File: src/rtl/shift_rotate_pipe.sv
// shift_rotate_pipe: C-stage log shifter/rotator (ROL/SLL/ROR/SRL), ROR gated by SHIFT_ROTATE_ROR_EN
module shift_rotate_pipe #(
  parameter int N = 16,
  parameter int C = 4
) (
  input  logic         clk,
  input  logic         rst,
  input  logic         in_valid,
  output logic         in_ready,
  input  logic [N-1:0] In,
  input  logic [C-1:0] Cnt,
  input  logic [1:0]   Op,
  output logic         out_valid,
  input  logic         out_ready,
  output logic [N-1:0] Out
);
  logic [C-1:0] v_q, v_d;
  logic [N-1:0] d_q [C];
  logic [N-1:0] d_d [C];
  logic [N-1:0] x [C];
  logic [C-1:0] cnt_q [C-1];
  logic [C-1:0] cnt_d [C-1];
  logic [C-1:0] c_in [C];
  logic [1:0]   op_q [C-1];
  logic [1:0]   op_d [C-1];
  logic [1:0]   o_in [C];
  logic [1:0]   op_dec;
  logic         adv;

  // op bit1 selects right, bit0 selects zero fill; without ROR, 10 folds onto ROL
  function automatic logic [N-1:0] step(input logic [N-1:0] a, input logic [1:0] o, input int s);
    logic [N-1:0] wl, wr;
    wl = o[0] ? '0 : a >> (N - s);
`ifdef SHIFT_ROTATE_ROR_EN
    wr = o[0] ? '0 : a << (N - s);
`else
    wr = '0;
`endif
    return o[1] ? ((a >> s) | wr) : ((a << s) | wl);
  endfunction

`ifdef SHIFT_ROTATE_ROR_EN
  assign op_dec = Op;
`else
  assign op_dec = (Op == 2'b10) ? 2'b00 : Op;
`endif

  // global advance: every stage moves together or the whole pipe holds
  always_comb begin
    adv = !v_q[C-1] || out_ready;
    v_d = adv ? {v_q[C-2:0], in_valid} : v_q;
    x[0] = In;
    c_in[0] = Cnt;
    o_in[0] = op_dec;
    for (int k = 1; k < C; k++) begin
      x[k] = d_q[k-1];
      c_in[k] = cnt_q[k-1];
      o_in[k] = op_q[k-1];
    end
    for (int k = 0; k < C; k++)
      d_d[k] = adv ? (c_in[k][k] ? step(x[k], o_in[k], 1 << k) : x[k]) : d_q[k];
    for (int k = 0; k < C - 1; k++) begin
      cnt_d[k] = adv ? c_in[k] : cnt_q[k];
      op_d[k] = adv ? o_in[k] : op_q[k];
    end
  end

  // only valid bits are reset; data of an empty stage is don't-care
  always_ff @(posedge clk) begin
    v_q <= rst ? '0 : v_d;
    d_q <= d_d;
    cnt_q <= cnt_d;
    op_q <= op_d;
  end

  assign in_ready = adv;
  assign out_valid = v_q[C-1];
  assign Out = v_q[C-1] ? d_q[C-1] : '0;
endmodule
File: config.mk
export PLATFORM = sky130hd
export DESIGN_NAME = shift_rotate_pipe
export DESIGN_NICKNAME = d
export VERILOG_FILES = /design/src/rtl/shift_rotate_pipe.sv
export SDC_FILE = /design/constraint.sdc
export NUM_CORES = 1
export LEC_CHECK = 0
export CAP_MARGIN = 20
export CELL_PAD_IN_SITES_DETAIL_PLACEMENT = 1
export CELL_PAD_IN_SITES_GLOBAL_PLACEMENT = 1
export CORE_UTILIZATION = 42
export CTS_BUF_LIST = sky130_fd_sc_hd__clkbuf_2 sky130_fd_sc_hd__clkbuf_4 sky130_fd_sc_hd__clkbuf_8
export DETAILED_ROUTE_END_ITERATION = 6
export PLACE_DENSITY_LB_ADDON = 0.08
export REMOVE_ABC_BUFFERS = 1
export SYNTH_ARGS = -nofsm -noshare
export SYNTH_HDL_FRONTEND = slang
export SYNTH_SLANG_ARGS = --single-unit
File: constraint.sdc
create_clock -name clk -period 2 [get_ports clk]
set_clock_uncertainty 0.1 [all_clocks]
set_input_delay 0.2 -clock clk [delete_from_list [all_inputs] [get_ports clk]]
set_output_delay 0.2 -clock clk [all_outputs]
set_load 0.05 [all_outputs]
# == Word level (Yosys, flattened, before mapping) ==
# Index checks and enable logic that the tools add are counted.
# classes
n_eq_ne,1
n_mux,14
n_bitwise,4
n_reduce_logical,2
# ops
cell,count
16-bit 2-to-1 mux,9
16-bit by 1-bit bitwise OR with 16-bit output,1
16-bit by 2-bit bitwise OR with 16-bit output,1
16-bit by 4-bit bitwise OR with 16-bit output,1
16-bit by 8-bit bitwise OR with 16-bit output,1
8-bit 2-to-1 mux,1
2-bit 2-to-1 mux,2
4-bit 2-to-1 mux,1
"2-bit equality test, second input constant",1
1-bit zero test,1
1-bit logical OR,1
1-bit 2-to-1 mux,1
# totals
ff_bits,86
in_bits,26
out_inout_bits,18
wordCells,32

# == Logic depth before layout (Yosys ltp) ==
# logic_depth
depth_word,6
ltp_mapped,5
depth_no_buf,4

# == Worst setup path after synthesis ==
# Ideal clock, no wire load.
# synth_timing
kind,flip-flop to flip-flop
startpoint,reg v_q[3]
endpoint,reg v_q[0]
setup_time_ns,0.118
t_arrival_ns,2.133
required_time_ns,1.782
slack_ns,-0.352
path_stages_with_launch,5
n_path_buf,1
period_less_slack_ns,2.352
cell_sequence,dfxtp_1 nand2b_1 buf_2 mux2i_1 nor2_1
# synth_between
elab_chain_len,2
# synth_lines
item,line,rtl
"start, declared",17,"logic [C-1:0] v_q, v_d;"
"start signal, assigned",70,v_q <= rst ? '0 : v_d;
1-bit zero test,50,adv = !v_q[C-1] || out_ready;
1-bit logical OR,50,
net in_ready,9,"output logic in_ready,"
# The timed path passes the listed nets, and every way through them passes these cells.
# A chain may end at the register's enable or synchronous reset.

# == Final worst setup path ==
# layout_timing
startpoint,reg v_q[3]
endpoint,out Out[2]
# layout_between
elab_chain_len,1
# layout_lines
item,line,rtl
16-bit 2-to-1 mux,78,assign Out = v_q[C-1] ? d_q[C-1] : '0;
"end, declared",15,output logic [N-1:0] Out
# No other way between the ends.

==> flow_summary_export.csv <==
group,metric,value,unit
cells_and_area,syn_to_final_growth,22.9,%
yosys,synth_edf_count,76,
cts,cts_resized,0,
global_route,grt_pass1_wl,11600,um
sta,whs,0.304,ns
hold_path,hold_depth,1,
worst_setup_path,worstPathRequired,1.70,ns
placed_design,gp_congestion,0.778,
hold_path,whs_endpoint,"c_in[9]",
yosys,synth_top_cell_area_share,60.3,%
sta,setup_viol,0,
run,maxCapViolations,0,
yosys,postSynthAreaPerCell,11.5,um^2
worst_setup_path,r2r_setup_slack,0.42,ns
worst_setup_path,cp.arrival,1.34,ns
cts,hold_buffers,0,
yosys,synthTopCellsByArea,"edfxtp_1 (60%), mux2i_1 (9.8%), nor2_1 (4.9%)",
yosys,yosys_warnings,0,
floorplan,num_io_pins,44,
worst_setup_path,cp-end-kind,"output pin",
sta,tightest_slew,0.736,ns
yosys,async_reset_ff_share,0,%
worst_setup_path,critPathLaunchType,"register",
route,routedWlPerCell,13.8,um
yosys,syn_inst,329,
floorplan,coreArea,8720,um^2
cts,cts_root_buf,"clkbuf_8",
cells_and_area,fin_nets,402,
route,drcViolationCount,0,
global_route,grt-ovfl-total,0,
cts,numCtsBuffers,9,
cts,worst_skew_pair.late_latency,0.35,ns
run_status,status,"completed",
pwr,ir_worst_vdd,0.000334,V
hold_path,hold_path_class,"in2reg",
route,routed_wl,6750,um
route,vias,2497,
yosys,synth-main-ff-cell,"edfxtp_1",
sta,timing.final.max_slew_violations,0,
global_route,antenna_found_initial,0,
placed_design,hpwl,5250,um
yosys,synth_most_common_cell,"edfxtp_1",
pwr,p_per_area,818,nW/um^2
cells_and_area,antenna_cells,0,
yosys,synth_cell_types,24,
global_route,grt_start_max_net_pins,33,
route,via_per_inst,5.11,
pwr,power_leakage,1.94,nW
route,postRouteAntennaNets,0,
worst_setup_path,rr_startpoint,"o_in[3]",
worst_setup_path,r2r_cells,2,
global_route,grt_pass1_vias,2580,
floorplan,dieArea,9390,um^2
cts,cts_sinks,80,
sta,finalHoldViolCount,0,
route,firstDrtPassIters,4,
sta,fmax,612,MHz
cts,clk_pin_slew,0.09,ns
cells_and_area,drive_gt1_share,13.4,%
cts,htreeDepth,3,
pwr,power.total,0.00380,W
hold_path,hp-start,"Cnt[1]",
worst_setup_path,rr_endpoint,"d_q[24]",
global_route,grt_use_total,15.7,%
sta,min_period,1.64,ns
cts,post_cts_buffers,0,
yosys,syn_area,3780,um^2
yosys,yosysSeqAreaShare,62.5,%
worst_setup_path,crit_fanout,13,
worst_setup_path,critPathKind,"reg2out",
yosys,ys_ff_latch,80,
cts,cts_tree,"built",
sta,fin_crit_sh,81.8,%
yosys,yosysTopAreaCell,"edfxtp_1",
cts,cts_buffer_depth,2,
yosys,synthTopCellsByCount,"edfxtp_1 (76), nor2_1 (49), mux2i_1 (37)",
floorplan,initial_core_util,43.4,%
route,drt_iter0_markers,29,
floorplan,rows,34,
placed_design,io_buffers,43,
floorplan,die_x,96.9,um
sta,slew_headroom,51.0,%
floorplan,die_h,96.9,um
sta,rsz0062_at_grt,"no",
## critical path, stage by stage (launching register included)
cell and delay (ns):
dfxtp_1 0.46, buf_4 0.21, and2_1 0.18, buf_12 0.15
## where the power goes
part	leakage, nW	switching, W	internal [W]
logic	1.00	0.000233	0.000220
registers	0.832	0.000116	0.00207
clock network	0.107	0.000533	0.000633
total	1.94	0.000882	0.00292
## stage by stage
| stage | util [%] | setup WS (ns) | cells | instance area (um^2) | TNS (ns) |
|---|---|---|---|---|---|
| after floorplan | - | -1.61 | 308 | 3650 | -129.11 |
| after global placement | 51.0 | 0.323 | 473 | 4450 | 0 |
| after detailed placement | 51.0 | 0.289 | 473 | 4450 | 0 |
| after CTS | 53.3 | 0.293 | 489 | 4650 | 0 |
| after global routing | 53.3 | 0.235 | 489 | 4650 | 0 |
| final | 53.3 | 0.365 | 489 | 4650 | 0 |
## registers in the layout, summed over array words and instances, names as in the netlist
register  count
c_in          6
o_in          6
d_q          64
v_q           4
## placed cells by master, fill, tap and decap left out, types with 2 or more instances in the layout
| cell type | n |
|---|---|
| edfxtp_1 | 76 |
| nor2_1 | 49 |
| mux2i_1 | 37 |
| a21oi_1 | 35 |
| inv_1 | 25 |
| clkdlybuf4s50_1 | 25 |
| nand2_1 | 24 |
| buf_4 | 19 |
| o21ai_0 | 16 |
| and2_1 | 16 |
| buf_12 | 13 |
| clkbuf_8 | 10 |
| o22ai_1 | 8 |
| o311a_1 | 6 |
| nand3b_1 | 4 |
| dfxtp_1 | 4 |
| clkinv_2 | 3 |
| nor2b_1 | 2 |
| clkbuf_4 | 2 |
## cell type report
cell class              instances  area, um^2
flip-flops and latches         80        2360
clock inverters                 4        45.0
inverters                      25        93.8
clock buffers                  12         153
fillers                       935        4070
well taps                     108         135
multi-input cells             203        1210
repair buffers                 57         653
## routing by layer
metal | vias to the layer above | global-route usage, % | share of wire, %
met5 | - | 0 | 0
met4 | 0 | 7.58 | 2.7
met3 | 14 | 4.12 | 3.6
met2 | 60 | 30.0 | 55
met1 | 1170 | 15.5 | 39
li1 | 1253 | - | -
## logic make-up after synthesis
group           count (synthesis)  synth area share, %
flops                          80                 62.5
simple gates                  100                 12.0
buf+inv                        46                 5.86
compound gates                 66                 9.89
mux                            37                 9.79
## how the worst max path moves through the flow
stage | startpoint | cells past startpoint | slack (ns) | end
floorplan | v_q[3] | 1 | -1.61 | c_in[10]
global route | v_q[3] | 3 | 0.24 | Out[2]
CTS | v_q[3] | 3 | 0.29 | Out[2]
detailed placement | Op[0] | 5 | 0.29 | d_q[62]
global placement | Op[0] | 5 | 0.32 | d_q[62]
finish | v_q[3] | 3 | 0.36 | Out[2]
No activity file was read; power rests on OpenSTA's default activity.
